[config.mk]
export PLATFORM = sky130hd
export DESIGN_NAME = conv1d_seq
export DESIGN_NICKNAME = d
export VERILOG_FILES = /design/src/rtl/conv1d_pkg.sv /design/src/rtl/conv1d_seq.sv
export SDC_FILE = /design/constraint.sdc
export NUM_CORES = 1
export LEC_CHECK = 0
export CAP_MARGIN = 20
export CORE_MARGIN = 4
export CORE_UTILIZATION = 55
export CTS_BUF_LIST = sky130_fd_sc_hd__clkbuf_8
export DETAILED_ROUTE_END_ITERATION = 8
export GPL_TIMING_DRIVEN = 0
export HOLD_SLACK_MARGIN = 0.06
export PLACE_DENSITY_LB_ADDON = 0.2
export SKIP_CTS_REPAIR_TIMING = 1
export SLEW_MARGIN = 40
export SYNTH_ARGS = -nofsm -noshare
export SYNTH_HDL_FRONTEND = slang
export SYNTH_SLANG_ARGS = --single-unit
[constraint.sdc]
create_clock -name clk -period 3.55 [get_ports clk]
set_input_delay 0.5325 -clock clk [delete_from_list [all_inputs] [get_ports clk]]
set_output_delay 0.5325 -clock clk [all_outputs]
set_load 0.01 [all_outputs]
[src/rtl/conv1d_pkg.sv]
// Shared definitions for the conv1d channel sequencer: datapath command
// codes, the filler command and the sequencer state encoding.
package conv1d_pkg;

  // Datapath command codes issued on cu_cmd
  localparam logic [6:0] CMD_KICK     = 7'd6;
  localparam logic [6:0] CMD_READ     = 7'd7;
  localparam logic [6:0] CMD_POLL     = 7'd9;
  localparam logic [6:0] CMD_LD_BIAS  = 7'd12;
  localparam logic [6:0] CMD_LD_MULT  = 7'd13;
  localparam logic [6:0] CMD_LD_SHIFT = 7'd14;

  // Filler command driven whenever no real command is issued
  localparam logic [6:0] NOP_CMD = 7'd127;

  // Table field selector carried in cfg_addr[5:4]
  localparam logic [1:0] FLD_BIAS  = 2'd0;
  localparam logic [1:0] FLD_MULT  = 2'd1;
  localparam logic [1:0] FLD_SHIFT = 2'd2;

  // One state per datapath step of a channel, plus IDLE
  typedef enum logic [3:0] {
    S_IDLE,
    S_LD_BIAS,
    S_LD_MULT,
    S_LD_SHIFT,
    S_KICK,
    S_POLL_ISSUE,
    S_POLL_WAIT,
    S_READ_ISSUE,
    S_READ_WAIT,
    S_EMIT
  } state_e;

endpackage

[src/rtl/conv1d_seq.sv]
// Per-channel quantisation sequencer. For every channel it loads bias,
// multiplier and shift into an external datapath, kicks it, polls for
// completion, reads the result byte and hands it out on a valid/ready port.
//
// Result handshake: res_valid is raised in EMIT and stays high, with
// res_data and res_last held stable, until a cycle where res_valid and
// res_ready are both 1; the result is consumed on that clock edge.
module conv1d_seq #(
  parameter int          MAX_CH     = 16,
  parameter int          POLL_LIMIT = 4096,
  parameter logic [6:0]  NOP_CMD    = conv1d_pkg::NOP_CMD
) (
  input  logic        clk,
  input  logic        rst,
  input  logic        cfg_we,
  input  logic [5:0]  cfg_addr,
  input  logic [31:0] cfg_data,
  input  logic        start,
  input  logic [4:0]  num_ch,
  output logic        busy,
  output logic        done,
  output logic        err,
  output logic        cu_en,
  output logic [6:0]  cu_cmd,
  output logic [31:0] cu_inp0,
  output logic [31:0] cu_inp1,
  input  logic [31:0] cu_ret,
  output logic        res_valid,
  input  logic        res_ready,
  output logic [7:0]  res_data,
  output logic        res_last
);
  import conv1d_pkg::*;

  localparam int              IW        = (MAX_CH > 1) ? $clog2(MAX_CH) : 1;
  localparam int              PW        = $clog2(POLL_LIMIT + 1);
  localparam logic [4:0]      MAX_CH_N  = 5'(MAX_CH);
  localparam logic [PW-1:0]   POLL_LAST = PW'(POLL_LIMIT - 1);

  state_e        state_q, state_d;

  // Quant tables; deliberately not reset so a run abort keeps them
  logic [31:0]   bias_tab  [MAX_CH];
  logic [31:0]   mult_tab  [MAX_CH];
  logic [31:0]   shift_tab [MAX_CH];

  logic [4:0]    num_q;
  logic [4:0]    ch_q;
  logic [PW-1:0] poll_q;
  logic [7:0]    res_q;
  logic          done_q;
  logic          err_q;

  logic [4:0]    num_clamped;
  logic [IW-1:0] ch_idx;
  logic [IW-1:0] wr_idx;
  logic          last_ch;
  logic          tab_we;

  // Control strobes produced by the next-state logic
  logic          take_start;
  logic          done_set;
  logic          err_set;
  logic          poll_clr;
  logic          poll_inc;
  logic          capture;
  logic          ch_adv;

  // Only the low result byte matters; upper datapath bits are ignored
  logic          unused_ret_bits;
  assign unused_ret_bits = ^cu_ret[31:8];

  assign num_clamped = (num_ch > MAX_CH_N) ? MAX_CH_N : num_ch;
  assign ch_idx      = ch_q[IW-1:0];
  assign wr_idx      = cfg_addr[IW-1:0];
  assign last_ch     = (ch_q == (num_q - 5'd1));
  assign busy        = (state_q != S_IDLE);
  assign tab_we      = cfg_we && !busy && (cfg_addr[5:4] != 2'd3) &&
                       (32'(cfg_addr[3:0]) < MAX_CH);

  assign done     = done_q;
  assign err      = err_q;
  assign res_data = res_q;
  assign cu_inp0  = 32'd0;

  // Table writes, accepted only while idle
  always_ff @(posedge clk) begin
    if (tab_we) begin
      case (cfg_addr[5:4])
        FLD_BIAS:  bias_tab[wr_idx]  <= cfg_data;
        FLD_MULT:  mult_tab[wr_idx]  <= cfg_data;
        FLD_SHIFT: shift_tab[wr_idx] <= cfg_data;
        default:   ;
      endcase
    end
  end

  // Sequencer state register
  always_ff @(posedge clk) begin
    if (rst) state_q <= S_IDLE;
    else     state_q <= state_d;
  end

  // Run bookkeeping: channel count, poll counter, result byte, flags
  always_ff @(posedge clk) begin
    if (rst) begin
      num_q  <= '0;
      ch_q   <= '0;
      poll_q <= '0;
      res_q  <= '0;
      done_q <= 1'b0;
      err_q  <= 1'b0;
    end else begin
      done_q <= done_set;
      if (take_start) begin
        num_q <= num_clamped;
        ch_q  <= '0;
        err_q <= 1'b0;
      end
      if (err_set) err_q <= 1'b1;
      if (poll_clr)      poll_q <= '0;
      else if (poll_inc) poll_q <= poll_q + PW'(1);
      if (capture) res_q <= cu_ret[7:0];
      if (ch_adv)  ch_q  <= ch_q + 5'd1;
    end
  end

  // Next state, datapath command outputs and result handshake outputs
  always_comb begin
    state_d    = state_q;
    cu_en      = 1'b0;
    cu_cmd     = NOP_CMD;
    cu_inp1    = 32'd0;
    res_valid  = 1'b0;
    res_last   = 1'b0;
    take_start = 1'b0;
    done_set   = 1'b0;
    err_set    = 1'b0;
    poll_clr   = 1'b0;
    poll_inc   = 1'b0;
    capture    = 1'b0;
    ch_adv     = 1'b0;
    case (state_q)
      S_IDLE: begin
        if (start) begin
          take_start = 1'b1;
          // An empty run finishes immediately without touching the datapath
          if (num_clamped == 5'd0) done_set = 1'b1;
          else                     state_d  = S_LD_BIAS;
        end
      end
      S_LD_BIAS: begin
        cu_en   = 1'b1;
        cu_cmd  = CMD_LD_BIAS;
        cu_inp1 = bias_tab[ch_idx];
        state_d = S_LD_MULT;
      end
      S_LD_MULT: begin
        cu_en   = 1'b1;
        cu_cmd  = CMD_LD_MULT;
        cu_inp1 = mult_tab[ch_idx];
        state_d = S_LD_SHIFT;
      end
      S_LD_SHIFT: begin
        cu_en   = 1'b1;
        cu_cmd  = CMD_LD_SHIFT;
        cu_inp1 = shift_tab[ch_idx];
        state_d = S_KICK;
      end
      S_KICK: begin
        cu_en    = 1'b1;
        cu_cmd   = CMD_KICK;
        poll_clr = 1'b1;
        state_d  = S_POLL_ISSUE;
      end
      S_POLL_ISSUE: begin
        cu_en   = 1'b1;
        cu_cmd  = CMD_POLL;
        state_d = S_POLL_WAIT;
      end
      S_POLL_WAIT: begin
        cu_en = 1'b1;
        if (cu_ret[0]) begin
          state_d = S_READ_ISSUE;
        end else if (poll_q == POLL_LAST) begin
          // Datapath never finished: abandon the whole run
          err_set  = 1'b1;
          done_set = 1'b1;
          state_d  = S_IDLE;
        end else begin
          poll_inc = 1'b1;
          state_d  = S_POLL_ISSUE;
        end
      end
      S_READ_ISSUE: begin
        cu_en   = 1'b1;
        cu_cmd  = CMD_READ;
        state_d = S_READ_WAIT;
      end
      S_READ_WAIT: begin
        cu_en   = 1'b1;
        capture = 1'b1;
        state_d = S_EMIT;
      end
      S_EMIT: begin
        res_valid = 1'b1;
        res_last  = last_ch;
        if (res_ready) begin
          if (last_ch) begin
            done_set = 1'b1;
            state_d  = S_IDLE;
          end else begin
            ch_adv  = 1'b1;
            state_d = S_LD_BIAS;
          end
        end
      end
      default: state_d = S_IDLE;
    endcase
  end

endmodule
# Word-level counts from Yosys, hierarchy flattened
# Memory sizes are Yosys's and may differ from the RTL's. A register that Yosys moved wholly into a read port is not among the register bits.
# Cells that the tools add are included.
word_totals:
  mem_count: 3
  ff_bits: 37
  in_bits: 80
  output_inout_bits: 85
  word_cells: 93
  romBits: 0
  ram_bits: 1536
  latchBits: 0
classes:
  n_reduce_logical: 12
  bitwise: 0
  n_mul: 0
  n_div: 0
  n_eq_ne: 17
  shift: 0
  muxes: 50
  order_cmp: 1
  addsub: 3
mem_list:
  columns: ["name", "depth", "word_bits", "rd", "rd_ports_with_merged_regs", "wr", "line", "text"]
  rows:
  - ["bias_tab", 16, 32, 1, 1, 1, "conv1d_seq.sv:43", "logic [31:0] bias_tab [MAX_CH];"]
  - ["mult_tab", 16, 32, 1, 1, 1, "conv1d_seq.sv:44", "logic [31:0] mult_tab [MAX_CH];"]
  - ["shift_tab", 16, 32, 1, 1, 1, "conv1d_seq.sv:45", "logic [31:0] shift_tab [MAX_CH];"]
op_table:
  columns: ["cell", "n"]
  rows:
  - ["$pmux W32 S3", 1]
  - ["$pmux W7 S6", 1]
  - ["$pmux W4 S10", 1]
  - ["$mux W4", 9]
  - ["$mux W1", 32]
  - ["$eq A4 B3 Y1 const B", 4]
  - ["$mux W5", 3]
  - ["$add A13 B1 Y13 const B", 1]
  - ["$eq A13 B12 Y1 const B", 1]
  - ["$eq A4 B2 Y1 const B", 2]
  - ["$eq A4 B4 Y1 const B", 2]
  - ["$ne A2 B2 Y1 const B", 4]
  - ["$reduce_or A8 Y1", 1]
  - ["$mux W3", 2]
  - ["$add A5 B1 Y5 const B", 1]
  - ["$eq A5 B5 Y1", 1]
  - ["$gt A5 B5 Y1 const B", 1]
  - ["$logic_not A5 Y1", 1]
  - ["$sub A5 B1 Y5 const B", 1]
  - ["$eq A4 B1 Y1 const B", 1]
  - ["$logic_not A4 Y1", 1]
  - ["$reduce_bool A2 Y1", 2]
  - ["$reduce_bool A4 Y1", 1]
  - ["$pmux W1 S3", 1]
  - ["7 further kinds", 8]

# Depth between registers and ports, before layout
logic_depth:
  ltp_word: 8
  mapped_depth: 9
  ltp_nobuf: 7

# Worst setup path before layout
# OpenSTA, ideal clock, no wires.
synth_path:
  kind: "reg-to-reg"
  start: "reg state_q[2]"
  end: "mem bias_tab[10][0] (enable)"
  path_buffers: 2
  synth_period_minus_slack_ns: 3.298
  arrival_time_ns: 2.877
  setup_time_ns: 0.421
  path_stages_with_launch: 7
  setup_slack_ns: 0.252
  t_required_ns: 3.129
  cell_sequence: "dfxtp_1 > nor4_4 > nand2_1 > or3_1 > clkbuf_1 > clkbuf_1 > nor2_1"
synth_via:
  elab_chain_len: 6
synth_rtl:
  columns: ["item", "line", "text"]
  rows:
  - ["start, declared", "conv1d_seq.sv:40", "state_e state_q, state_d;"]
  - ["start signal, assigned", "conv1d_seq.sv:101", "else state_q <= state_d;"]
  - ["$reduce_bool A4 Y1", "conv1d_seq.sv:77", "assign busy = (state_q != S_IDLE);"]
  - ["$logic_not A1 Y1", "conv1d_seq.sv:78", "assign tab_we = cfg_we && !busy && (cfg_addr[5:4] != 2'd3) &&"]
  - ["$logic_and A1 B1 Y1 (2 in a row)", "conv1d_seq.sv:78", null]
  - ["$mux W1", "conv1d_seq.sv:88", "if (tab_we) begin"]
  - ["$mux W1 (implied by the code)", "conv1d_seq.sv:90", "FLD_BIAS: bias_tab[wr_idx] <= cfg_data;"]
  - ["end, declared", "conv1d_seq.sv:43", null]
# No other way between the ends.

==> impl_results.md <==
* Final worst slack at -0.834 ns
* First-pass detailed-route iteration total at 6
* DP Area at 0.0675 mm²
* CTS buffer count at 234
* Root Driver: clkbuf_8
* Clock Latency Late Sink at 0.93 ns
* Largest net degree at the start of global routing at 49
* Slew Limit Headroom at 44.6%
* Antenna Nets Post-Route at 0
* Final Hold Vio Count at 0
* Synth unique cells at 66
* Buf/Inv on CP at 5
* Min Tclk post-route at 4.38 ns
* Critical Path RT at 3.02 ns
* # H-tree levels at 4
* Setup violations, final at 32
* Layout Utilization at 66.1%
* Die area at 0.117 mm²
* Number of global-route vias before repair at 33.6k
* I/O Buffers at 107
* Pleak at 22.8 nW
* Vias/cell at 6.31
* Register area share after synthesis at 76.5%
* RSZ-0062 raised after global routing: yes
* Power, Total at 35.0 mW
* Core area at 0.111 mm²
* Share of layout cells above drive strength 1 at 27.0%
* Area leader, netlist: edfxtp_1
* CP Capture Type: primary output
* Layout Cells excl Fill at 5375
* Synthesized flop and latch total at 1577
* Post-Syn Area at 0.0614 mm²
* DP HPWL at 115000 µm
* TritonCTS clock tree: done
* DRC errors left at 0
* Pwr per Cell Area at 479 mW/mm²
* Setup CP Type: flip-flop to primary output
* Maximum VDD drop at 0.354 mV
* CP cell instances: buf_12, buf_8, buf_8, buf_4, mux2i_1, a22oi_1, a31oi_4, nand4_1, buf_2
* Area Growth Syn to Fin at 19.1%
* Least-Margin Pin Slew at 0.831 ns
* Achievable Freq at 228 MHz
* Final net count at 3764
* Final Slew Violations at 0
* Die width at 342 µm
* Maximum clock path buffer count at 3
* Total via count in the routed design at 33.9k
* GRT Overall Usage at 28.7%
* Top cells by area, synth: edfxtp_1 75%, mux4_2 7.0%, mux2i_1 6.8%, a22oi_1 2.3%, dfxtp_1 1.3%
* Worst path slowest cell: nand4_1
* Status: finished, violations left
* Failing checks: setup timing
* Starting Density at 55.4%
* CP max FO at 10
* Antenna violations before repair at 13
* Placed cells at 4885
* Grt ovf at 0
* Ys async rst share at 0%
* Die height at 342 µm
* Clock Pin Slew Worst Setup and Hold Paths at 0.06 ns
* Final WL at 170000 µm
* Syn Area/Cell at 19.6 µm²
* Post-synth top area share at 75.2%
* Top_reg_cell synth: edfxtp_1
* Crit-path max cell delay at 0.56 ns
* Hold/Removal Path Class: primary input to flip-flop
* Most used cell, CP: buf_8
* Final Skew at 0.0467 ns
* Post-route cell area at 0.0731 mm²
* CP Data Arrival Time at 3.85 ns
* RD Place Congestion at 0.912
* DR WL/cell at 31.6 µm
* Fin crit share at 124%
* Max-cap violations at 0
* First-pass GRT wire length at 237000 µm
* Cells after Synth at 3133
* # rows at 122
* Num ports at 165
* Crit start category: flip-flop
* Warnings, synthesis at 0
* Largest delay share family, worst path: buffers and inverters
* Post-synth EDFFs at 1536
* Initial DRC Count at 4245
* Clock tree sinks at 1577
placed cells by master, fill, tap and decap left out, types with 44 or more instances in the layout:
master / instances
edfxtp_1: 1536
nor2_4: 51
clkinv_1: 78
a22oi_1: 191
buf_16: 65
inv_1: 93
nand3_1: 68
clkdlybuf4s50_1: 44
buf_8: 57
clkbuf_2: 49
mux2i_1: 396
nand2_1: 60
mux4_2: 192
buf_4: 111
clkbuf_8: 236
cell usage after synthesis (3+ instances only):
cell type	count
a21oi_1	24
a22o_1	31
a22oi_1	191
a31oi_1	31
and2_1	5
buf_1	10
buf_2	51
buf_4	57
buf_6	10
clkbuf_1	88
dfxtp_1	41
edfxtp_1	1536
ha_1	3
inv_1	9
mux2_2	31
mux2i_1	416
mux4_2	192
nand2_1	73
nand2b_1	3
nand3_1	80
nand4_1	34
nand4b_1	3
nor2_1	78
nor2b_1	15
nor3_1	11
nor3b_1	5
nor4_1	4
o211ai_1	31
o21ai_0	4
or2_2	3
or3_1	3
xnor2_1	16
xor2_1	3
power by group:
part | leakage, nW | internal, mW | switching [mW]
logic | 6.21 | 0.367 | 0.911
registers | 14.1 | 20.5 | 0.0241
clock network | 2.44 | 6.41 | 6.83
total | 22.8 | 27.3 | 7.76
cell families (layout without fill, tap and decap cells):
group,count (synthesis),after routing,share of synthesized area (%)
flops,1577,1577,76.5
fa+ha+maj,3,3,0.0612
mux,639,639,14.4
other cells,1,42,0.00611
simple gates,335,335,2.79
compound gates,332,332,3.97
buf+inv,226,939,1.96
xor+xnor,20,20,0.308
worst register-to-register path: stages, from the launching register on:
cell and delay, ns:
dfxtp_2 0.36, nor4_4 0.52, buf_6 0.23, nand2_1 0.09
or3_1 0.32, clkbuf_1 0.35, clkbuf_2 0.48, nor2_4 0.57
buf_8 0.25
worst paths after layout:
path	start	end	slack (ns)	depth (start not counted)
setup / recovery	flip-flop	cu_inp1[1]	-0.83	9
setup reg to reg	state_q[2]$_SDFFE_PP0P_	bias_tab[15][2]$_DFFE_PP_	0.06	8
hold reg to reg	res_data[3]$_SDFFE_PP0P_	res_data[3]$_SDFFE_PP0P_	0.46	2
hold / removal	cfg_data[0]	bias_tab[12][0]$_DFFE_PP_	0.12	2
flip-flops by register name, indices dropped and copies added (netlist names), named ones only:
register   flops
bias_tab     512
poll_q        13
mult_tab     512
num_q          5
done           1
err            1
shift_tab    512
state_q        4
ch_q           5
res_data       8
cell type report:
class,instances,area [µm²]
diodes,10,25.0
plain buffers,213,1680
clock buffers,236,3250
clock inverters,196,955
fillers,7112,37600
inverters,9,33.8
multi-input cells,1361,14200
flip-flops and latches,1577,47000
well taps,1488,1860
repair buffers,285,4170
metal layers:
layer	share of wire (%)	up-vias	wire, µm	global-route usage [%]
li1	-	14000	-	-
met1	38	17400	64000	40.1
met2	46	2177	78200	43.4
met3	13	325	21300	8.31
met4	3.8	6	6510	11.2
met5	0.026	-	45	0
stage by stage:
step | setup TNS [ns] | hold WS [ns] | setup WS, ns
after global placement | -2216.28 | 0.443 | -1.75
after detailed placement | -51.61 | 0.453 | -1.32
after floorplan | 0 | 0.450 | 0.252
after CTS | -84.07 | -0.151 | -2.35
after global routing | -23.07 | 0.0669 | -0.842
final | -20.90 | 0.119 | -0.834
Note: power is estimated with default switching activity, not from simulation.
